$ cat src/rtl/combo_lock_ctrl.sv
// Dial combination lock sequencer: Moore outputs decoded from the state register.
// Optional timed lockout after MAX_FAILS consecutive bad entries: define COMBO_LOCKOUT_EN.
module combo_lock_ctrl #(
  parameter int N_DIGITS    = 3,
  parameter int DIGIT_W     = 6,
  parameter int MAX_FAILS   = 3,
  parameter int LOCKOUT_CYC = 1000
) (
  input  logic                                clk,
  input  logic                                rst,
  input  logic                                start,
  input  logic                                abort,
  input  logic                                digit_vld,
  input  logic [DIGIT_W-1:0]                  digit_val,
  input  logic                                digit_cw,
  input  logic [N_DIGITS*DIGIT_W-1:0]         combo,
  input  logic                                lock_req,
  input  logic                                door_closed,
  output logic                                actuate_lock,
  output logic                                unlocked,
  output logic                                blank,
  output logic                                clr_count,
  output logic [$clog2(N_DIGITS)-1:0]         digit_idx,
  output logic [$clog2(MAX_FAILS+1)-1:0]      fail_cnt,
  output logic                                lockout
);

  localparam int IDX_W = $clog2(N_DIGITS);
  localparam int FC_W  = $clog2(MAX_FAILS + 1);
  localparam logic [IDX_W-1:0] LAST_IDX = IDX_W'(N_DIGITS - 1);
  localparam logic [FC_W-1:0]  FAIL_MAX = FC_W'(MAX_FAILS);

  typedef enum logic [2:0] {
    S_LOCKED,
    S_ENTRY,
    S_OPEN,
    S_UNLOCKED,
    S_RELOCK,
    S_BAD,
    S_LOCKOUT
  } state_t;

  state_t             r_state, w_state_nxt;
  logic [IDX_W-1:0]   r_idx, w_idx_nxt;
  logic [FC_W-1:0]    r_fail, w_fail_nxt, w_fail_inc;
  logic [DIGIT_W-1:0] w_exp_digit;
  logic               w_match;

`ifdef COMBO_LOCKOUT_EN
  localparam int TMR_W = $clog2(LOCKOUT_CYC);
  logic [TMR_W-1:0] r_tmr, w_tmr_nxt;
`endif

  // Even-numbered digits must be reached with a clockwise turn.
  assign w_exp_digit = combo[int'(r_idx)*DIGIT_W +: DIGIT_W];
  assign w_match     = (digit_val == w_exp_digit) && (digit_cw == ~r_idx[0]);
  assign w_fail_inc  = (r_fail == FAIL_MAX) ? r_fail : r_fail + 1'b1;

  assign digit_idx = (r_state == S_ENTRY) ? r_idx : '0;
  assign fail_cnt  = r_fail;

  always_comb begin
    w_state_nxt  = r_state;
    w_idx_nxt    = r_idx;
    w_fail_nxt   = r_fail;
`ifdef COMBO_LOCKOUT_EN
    w_tmr_nxt    = r_tmr;
`endif
    actuate_lock = 1'b0;
    unlocked     = 1'b0;
    blank        = 1'b0;
    clr_count    = 1'b1;
    lockout      = 1'b0;

    case (r_state)
      S_LOCKED: begin
        if (start) begin
          w_state_nxt = S_ENTRY;
          w_idx_nxt   = '0;
        end
      end
      S_ENTRY: begin
        blank     = 1'b1;
        clr_count = 1'b0;
        if (abort) begin
          w_state_nxt = S_LOCKED;
        end else if (digit_vld) begin
          if (!w_match)
            w_state_nxt = S_BAD;
          else if (r_idx == LAST_IDX)
            w_state_nxt = S_OPEN;
          else
            w_idx_nxt = r_idx + 1'b1;
        end
      end
      S_OPEN: begin
        actuate_lock = 1'b1;
        blank        = 1'b1;
        w_fail_nxt   = '0;
        w_state_nxt  = S_UNLOCKED;
      end
      S_UNLOCKED: begin
        unlocked = 1'b1;
        if (lock_req && door_closed)
          w_state_nxt = S_RELOCK;
      end
      S_RELOCK: begin
        actuate_lock = 1'b1;
        w_state_nxt  = S_LOCKED;
      end
      S_BAD: begin
        blank      = 1'b1;
        w_fail_nxt = w_fail_inc;
`ifdef COMBO_LOCKOUT_EN
        if (w_fail_inc == FAIL_MAX) begin
          w_state_nxt = S_LOCKOUT;
          w_tmr_nxt   = TMR_W'(LOCKOUT_CYC - 1);
        end else begin
          w_state_nxt = S_LOCKED;
        end
`else
        w_state_nxt = S_LOCKED;
`endif
      end
`ifdef COMBO_LOCKOUT_EN
      S_LOCKOUT: begin
        blank   = 1'b1;
        lockout = 1'b1;
        if (r_tmr == '0) begin
          w_state_nxt = S_LOCKED;
          w_fail_nxt  = '0;
        end else begin
          w_tmr_nxt = r_tmr - 1'b1;
        end
      end
`endif
      default: w_state_nxt = S_LOCKED;
    endcase
  end

  always_ff @(posedge clk or posedge rst) begin
    if (rst)
      r_state <= S_LOCKED;
    else
      r_state <= w_state_nxt;
  end

  always_ff @(posedge clk or posedge rst) begin
    if (rst) begin
      r_idx  <= '0;
      r_fail <= '0;
    end else begin
      r_idx  <= w_idx_nxt;
      r_fail <= w_fail_nxt;
    end
  end

`ifdef COMBO_LOCKOUT_EN
  always_ff @(posedge clk or posedge rst) begin
    if (rst)
      r_tmr <= '0;
    else
      r_tmr <= w_tmr_nxt;
  end
`endif

endmodule

$ cat config.mk
export PLATFORM = sky130hd
export DESIGN_NAME = combo_lock_ctrl
export DESIGN_NICKNAME = d
export VERILOG_FILES = /design/src/rtl/combo_lock_ctrl.sv
export SDC_FILE = /design/constraint.sdc
export NUM_CORES = 1
export LEC_CHECK = 0
export ABC_AREA = 1
export CORE_MARGIN = 2
export CORE_UTILIZATION = 43
export DETAILED_ROUTE_END_ITERATION = 6
export GPL_TIMING_DRIVEN = 1
export PLACE_DENSITY = 0.95
export SYNTH_ARGS = -nofsm -noshare
export SYNTH_HDL_FRONTEND = slang
export SYNTH_SLANG_ARGS = --single-unit
$ cat constraint.sdc
create_clock -name clk -period 3.7 [get_ports clk]
set_clock_uncertainty 0.05 [all_clocks]
set_input_delay 0.37 -clock clk [delete_from_list [all_inputs] [get_ports clk]]
set_output_delay 0.37 -clock clk [all_outputs]
set_load 0.02 [all_outputs]
* Word-level counts from Yosys, hierarchy flattened
Cells that the tools add are included.
** Storage, ports and cells
- Output and inout bits :: 9
- Memories kept :: 0
- Latch bits :: 0
- Input bits :: 32
- Logic and storage cells :: 56
- Register bits after elaboration :: 7
- RAM bits :: 0
- Bits in read-only memories :: 0
** Cells by class
- Shift-type cells :: 1
- Reduce and logical (&&, ||, !) cells :: 10
- Bitwise logic cells :: 1
- Eq/ne operators :: 18
- Muxes and demuxes :: 20
- Add/subtract/negate cells :: 2
- Multiply operators :: 1
- $lt $le $gt $ge :: 0
- Divide/modulo/power cells :: 0
** Operators with widths (count)
- $mux W3 :: 6
- $shiftx A18 B6 Y6 :: 1
- $mux W2 :: 7
- $ne A2 B2 Y1 const B :: 7
- $pmux W3 S4 :: 1
- $pmux W2 S2 :: 2
- $eq A3 B2 Y1 const B :: 2
- $eq A3 B3 Y1 const B :: 2
- $eq A6 B6 Y1 :: 1
- $reduce_and A6 Y1 :: 1
- $add A2 B1 Y2 const B :: 2
- $eq A2 B2 Y1 const B :: 2
- $mul A2 B2 Y4 const B :: 1
- $mux W1 :: 4
- $ne A4 B3 Y1 const B :: 1
- $reduce_and A4 Y1 :: 1
- $reduce_bool A2 Y1 :: 2
- $eq A3 B1 Y1 const B :: 1
- $logic_not A3 Y1 :: 1
- $ne A3 B3 Y1 const B :: 1
- $reduce_or A3 Y1 :: 1
- $logic_and A1 B1 Y1 :: 2
- $reduce_and A2 Y1 :: 1
- $reduce_or A2 Y1 :: 1
- 2 further kinds :: 2

* Depth between registers and ports, before layout
Gate-level depths: netlist (run 1).
- Depth in word-level cells :: 8
- Depth in mapped cells :: 14
- Depth with buffers taken out :: 14

* Worst setup path after synthesis (run 1)
No wires, ideal clock.
- Path kind :: flip-flop to flip-flop
- From :: register r_state[2]
- To :: register r_state[1]
- Path slack :: 2005 ps
- Arrival time :: 1528 ps
- Period minus slack after synthesis :: 1695 ps
- Cell stages (with the launch flop) :: 9
- Data required time :: 3533 ps
- Buffers on the path :: 0
- Setup time :: 117 ps
- Path through :: dfrtp_1 -> nor3_1 -> nand2_1 -> o21ai_0 -> a21oi_1 -> nand2_1 -> inv_2 -> nand2_1 -> nand2_1
** On the way
- Cells in the longest elaborated chain, start to end :: 3
** Ends and longest elaborated chain
- start, declared :: RTL line 43 : state_t r_state, w_state_nxt;
- start signal, assigned :: RTL line 145 : r_state <= w_state_nxt;
- $eq A3 B1 Y1, or another cell as far along :: RTL line 75 : case (r_state)
- $ne A4 B3 Y1 (no line), or another cell as far along
- $reduce_and A4 Y1 (no line)
Several ways; a longest one is shown, not always the timed one.
A chain may end at the register's enable or synchronous reset.

* Final worst setup path (run 1)
- From :: register r_state[0]
- To :: output port digit_idx[1]
** On the way
- Cells in the longest elaborated chain, start to end :: 2
** Ends and longest elaborated chain
- $eq A3 B1 Y1 :: RTL line 59 : assign digit_idx = (r_state == S_ENTRY) ? r_idx : '0;
- $mux W2 :: RTL line 59
- end, declared :: RTL line 23 : output logic [$clog2(N_DIGITS)-1:0] digit_idx,
No other way between the ends.

==> flow_metrics.tcl, run 1 <==
set metrics [dict create \
    critical_path.max_fanout 8 \
    cts_root_buf "clkbuf_4" \
    peakVddDrop_mv 0.405 \
    clkSinkCount 7 \
    tns_ps 0 \
    arrival_ps 1880 \
    start_util_pct 44.3 \
    grt_pass1_vias 859 \
    fin_area_sq_um 1270 \
    synth_cells 145 \
    hold_violations 0 \
    io_buffers 39 \
    fmax_mhz 435 \
    clockBufferDepth 2 \
    synth_area_leaders "nand2_1, dfrtp_1, inv_1" \
    gr-total-overflow 0 \
    critPathKind "reg2out" \
    avgSynthCellArea_sq_um 5.82 \
    syn_nets 179 \
    synthAdderAreaFrac_pct 2.97 \
    synth-seq-cells 7 \
    synthFlopType "dfrtp_1" \
    dr.pass1.iters 4 \
    grt_max_degree 12 \
    fp-row-count 16 \
    cts_tree "built" \
    synth_top_family_by_area "simple AND/OR/NAND/NOR gates" \
    worst_ep_required_time_ps 3280 \
    clk_latency_ps 260 \
    wl_per_cell_microns 10.1 \
    slew_violations 0 \
    fp.dieArea_sq_um 2330 \
    p_total_mw 0.662 \
    grt_antenna_before_repair 0 \
    dpl_cell_area_sq_um 1250 \
    leakage_nw 0.660 \
    dp_hpwl_microns 1860 \
    grt_pass1_wl_microns 3450 \
    routed_wirelength_microns 2160 \
    muxShareOfSynthArea_pct 1.34 \
    synth.top_cell.area_share_pct 20.9 \
    fin_crit_sh_pct 62.1 \
    layout.nets 221 \
    finalSetupViolCount 0 \
    ys_types 27 \
    yosysMostFrequentCell "nand2_1" \
    drt_iter0_drc 16 \
    fin_util_pct 67.0 \
    end_kind "output pin" \
    ios 41 \
    synth_compound_area_share_pct 6.97 \
    finalCriticalPeriod_ps 2300 \
    post_cts_resized 0 \
    vias 981 \
    drc 0 \
    drive_above_1_share_pct 12.4 \
    critPathLaunchType "flop" \
    cap_violations 0 \
    place_congestion 0.817 \
    post_cts_buffers 0 \
    grtUsageTotal_pct 21.0 \
    rsz0062_at_grt "false" \
    hold_ws_ps 291 \
    ant_nets 0 \
    hp-class "in2async" \
    die_y_microns 48.3 \
    ys_top_cells_by_count "nand2_1, inv_1, nor2_1" \
    syn_area_sq_um 843 \
    pwr_density_cell_nw_per_um2 519 \
    viasPerCell 4.61 \
    synth_simple_gate_area_share_pct 50.6 \
    synth-edff-count 0 \
    cts_buffers 3 \
    clkTransAtPathRegs_ps 50 \
    area_growth_syn_to_layout_pct 51.2 \
    diodes 0 \
    ys_seq_area_share_pct 20.8 \
    h-tree-depth 1 \
    ctsHoldBuffers 0 \
    synth_top_area_cell "nand2_1" \
    synth-xor-area-share_pct 1.04 \
    ys_async_sr_fraction_pct 100 \
    core_sq_um 1900 \
    die_w_microns 48.3 \
    status "finished, final reports clean" \
    yosysWarnings 0 \
]
power by group:
part | switching, mW | total, mW | leakage, nW | internal [mW]
clock | 0.0305 | 0.0718 | 0.0150 | 0.0413
sequential | 0.0363 | 0.138 | 0.0919 | 0.101
combinational | 0.264 | 0.453 | 0.553 | 0.189
cell usage in the layout, fill, tap and decap left out:
cell type | synthesis | layout
inv_4 | 1 | 1
dfrtp_1 | 7 | 7
inv_1 | 24 | 24
nand3_1 | 12 | 12
clkbuf_1 | 0 | 1
conb_1 | 1 | 1
nand2_2 | 6 | 6
nand3b_1 | 2 | 2
nor2_4 | 2 | 2
a21oi_1 | 2 | 2
xnor2_1 | 1 | 1
clkdlybuf4s50_1 | 0 | 39
nor2_2 | 1 | 1
nand3_2 | 2 | 2
mux2_2 | 1 | 1
o31ai_1 | 1 | 1
nor2_1 | 13 | 13
inv_2 | 5 | 5
ha_1 | 2 | 2
o211ai_1 | 1 | 1
clkbuf_4 | 0 | 3
o21ai_1 | 2 | 2
o21ai_0 | 3 | 3
nor3_1 | 2 | 2
nand2_1 | 47 | 47
a21oi_2 | 1 | 1
nand4_1 | 3 | 3
nand2_4 | 1 | 1
sequential cells by signal, summed over array words and instances (netlist names):
signal    cells
r_idx         2
r_state       3
fail_cnt      2
routing by layer:
layer	routed length [microns]	track usage, %
met4	48	5.95
met5	0	0
met2	1140	37.6
met3	93	3.33
met1	876	25.7
cells by family (layout without fill, tap and decap cells):
kind of cell               Yosys count  count (layout)
AOI/OAI and AO/OA                   10              10
xor gates and xnor gates             1               1
adders and majority gates            2               2
buffers and inverters               32              73
DFF                                  7               7
muxes                                1               1
other                                1               1
and+or+nand+nor                     91              91
critical path, stage by stage, from the launching register on:
cell and delay (ps):
dfrtp_1 380, inv_2 60, nor2_1 90, inv_1 90
nor2_2 160, inv_2 100, nor2_1 110, clkdlybuf4s50_1 630
stage by stage:
step | worst slack, ps | instances
floorplan | 2010 | 145
global placement | 1810 | 209
detailed placement | 1670 | 209
CTS | 1390 | 213
global route | 1260 | 213
finish | 1400 | 213
cell type report:
type	instances	area [sq um]
fill	160	627
multi-input combinational	106	534
tap	27	33.8
clock buffer	4	26.3
inverter	30	115
sequential	7	175
timing repair buffer	39	390
path summary, 6_finish.rpt:
path,from,endpoint,slack [ps],cells after the start
max in group asynchronous,rst,fail_cnt[1]$_DFFE_PP0P_,3100,2
min in group clk,fail_cnt[1]$_DFFE_PP0P_,fail_cnt[1]$_DFFE_PP0P_,460,2
hold reg to reg,fail_cnt[1]$_DFFE_PP0P_,fail_cnt[1]$_DFFE_PP0P_,460,2
hold / removal,rst,r_state[2]$_DFFE_PP0P_,290,2
setup reg to reg,r_idx[0]$_DFFE_PP0P_,r_idx[1]$_DFFE_PP0P_,1820,13
setup / recovery,r_state[0]$_DFFE_PP0P_,digit_idx[1],1400,7
(Power assumes the default switching activity.)
==> run 2, diff against run 1 <==
Settings changed: CORE_UTILIZATION 43 to 36, PLACE_DENSITY 0.95 to 0.87.
Clock period 3.7 ns to 2.1 ns, I/O delays scaled along.
==> run 2 against run 1 <==
Compared with the run above:
- worst hold slack lost 170 ps
- die area is 18% higher
- worst setup slack worse by 1300 ps
- final area increased by 1.6%
- core utilization fell by 8.5 points
- register-to-register slack got worse by 1400 ps
- critical path type unchanged
- largest cell class unchanged
- largest power group unchanged
- highest routed layer unchanged
==> flow_metrics.tcl, run 2 (synthesis gave the netlist of run 1 again) <==
set metrics [dict create \
    status "finished, final reports clean" \
    route.met3.wl_microns 90 \
    vias 962 \
    leakage_nw 0.705 \
    start_util_pct 38.1 \
    dp_slack_ps 301 \
    h-tree-depth 1 \
    io_buffers 39 \
    tns_ps 0 \
    grt_pass1_vias 819 \
    fin_util_pct 58.5 \
    dr_wl_met2_microns 951 \
    viasPerCell 4.47 \
    p_total_mw 1.16 \
    die_y_microns 52.4 \
    pwr-share-comb_pct 70.4 \
    post_cts_buffers 0 \
    clkTransAtPathRegs_ps 50 \
    drt_iter0_drc 9 \
    drive_above_1_share_pct 13.9 \
    grt_pass1_wl_microns 3140 \
    drc 0 \
    place_congestion 0.742 \
    finalNonFillerCells 215 \
    routed_wirelength_microns 1990 \
    intPower_mw 0.587 \
    critical_path.max_fanout 5 \
    core_sq_um 2210 \
    hp-class "in2async" \
    cts_buffers 3 \
    dpl.cell_count 211 \
    switching_share_pct 49.4 \
    grt_max_degree 11 \
    critPathKind "reg2out" \
    power_frac_seq_pct 19.5 \
    clockBufferDepth 2 \
    arrival_ps 1710 \
    grt_antenna_before_repair 0 \
    peakVddDrop_mv 0.553 \
    dpl_cell_area_sq_um 1260 \
    clock_power_share_pct 10.1 \
    ant_nets 0 \
    worst_slack_ps 132 \
    ctsHoldBuffers 0 \
    dr.pass1.iters 4 \
    fin_crit_sh_pct 93.7 \
    cts_root_buf "clkbuf_4" \
    end_kind "output pin" \
    layout_commonest_cell "nand2_1" \
    ios 41 \
    fmax_mhz 508 \
    hold_ws_ps 126 \
    gr-total-overflow 0 \
    slew_violations 0 \
    finalCriticalPeriod_ps 1970 \
    cap_violations 0 \
    most-common-layout-cells "nand2_1, clkdlybuf4s50_1, inv_1" \
    largest_reg_flops 3 \
    worst_ep_required_time_ps 1840 \
    die_w_microns 52.4 \
    post_cts_resized 0 \
    clk_latency_ps 250 \
    area_growth_syn_to_layout_pct 53.6 \
    pwr_density_cell_nw_per_um2 896 \
    p_sw_mw 0.573 \
    regMostFlops "r_state" \
    hold_violations 0 \
    layout.nets 222 \
    dp_hpwl_microns 1660 \
    finalSetupViolCount 0 \
    grtUsageTotal_pct 15.1 \
    clkSinkCount 7 \
    diodes 0 \
    rsz0062_at_grt "false" \
    top_layer_used "met4" \
    fp.dieArea_sq_um 2750 \
    fin_area_sq_um 1290 \
    wl_per_cell_microns 9.24 \
    cts_tree "built" \
    fill_cells 202 \
    critPathLaunchType "flop" \
    fp-row-count 17 \
    met1_length_microns 934 \
]
[run 2: changes by cell type in the layout (fill, tap and decap cells not counted)]
cell,previous run,this run
buf_4,0,1
clkbuf_1,1,0
clkdlybuf4s50_1,39,37
clkinv_2,0,1
dlymetal6s2s_1,0,2
nor3_1,2,1
nor3_2,0,1
[run 2: layer usage]
layer  vias up  GRT usage [%]
li1        527              -
met2        19           25.8
met1       414           19.2
met5         -              0
met4         0           6.41
met3         2           1.14
[run 2: area by class of cell]
type / instances / area [sq um] / area share (%)
Multi-Input combinational cell: 106 / 539 / 41.6
Sequential cell: 7 / 175 / 13.5
Clock inverter: 1 / 5.00 / 0.386
Timing Repair Buffer: 40 / 403 / 31.1
Inverter: 30 / 115 / 8.89
Clock buffer: 3 / 22.5 / 1.74
Tap cell: 28 / 35.0 / 2.71
[run 2: worst paths after layout]
| path | endpoint | startpoint | slack [ps] | cells past startpoint |
|---|---|---|---|---|
| hold / removal | fail_cnt[0]$_DFFE_PP0P_ | rst | 130 | 2 |
| setup reg to reg | r_state[1]$_DFFE_PP0P_ | r_idx[0]$_DFFE_PP0P_ | 440 | 14 |
| min in group clk | fail_cnt[0]$_DFFE_PP0P_ | fail_cnt[0]$_DFFE_PP0P_ | 470 | 1 |
| hold reg to reg | fail_cnt[0]$_DFFE_PP0P_ | fail_cnt[0]$_DFFE_PP0P_ | 470 | 1 |
| max in group asynchronous | r_state[0]$_DFFE_PP0P_ | rst | 1680 | 2 |
| setup / recovery | unlocked | r_state[2]$_DFFE_PP0P_ | 130 | 2 |
[run 2: power groups by stage]
stage	Sequential, mW	Clock (mW)	Combinational [mW]
2_1_floorplan	0.237	0	0.559
3_3_place_gp	0.222	0	0.810
3_5_place_dp	0.224	0	0.820
4_1_cts	0.222	0.126	0.823
5_1_grt	0.232	0.131	0.910
6_report	0.226	0.117	0.817
[run 2: critical path, stage by stage, from the launching register on]
cell and delay (ps):
dfrtp_1 440, nor3_1 350, clkdlybuf4s50_1 670
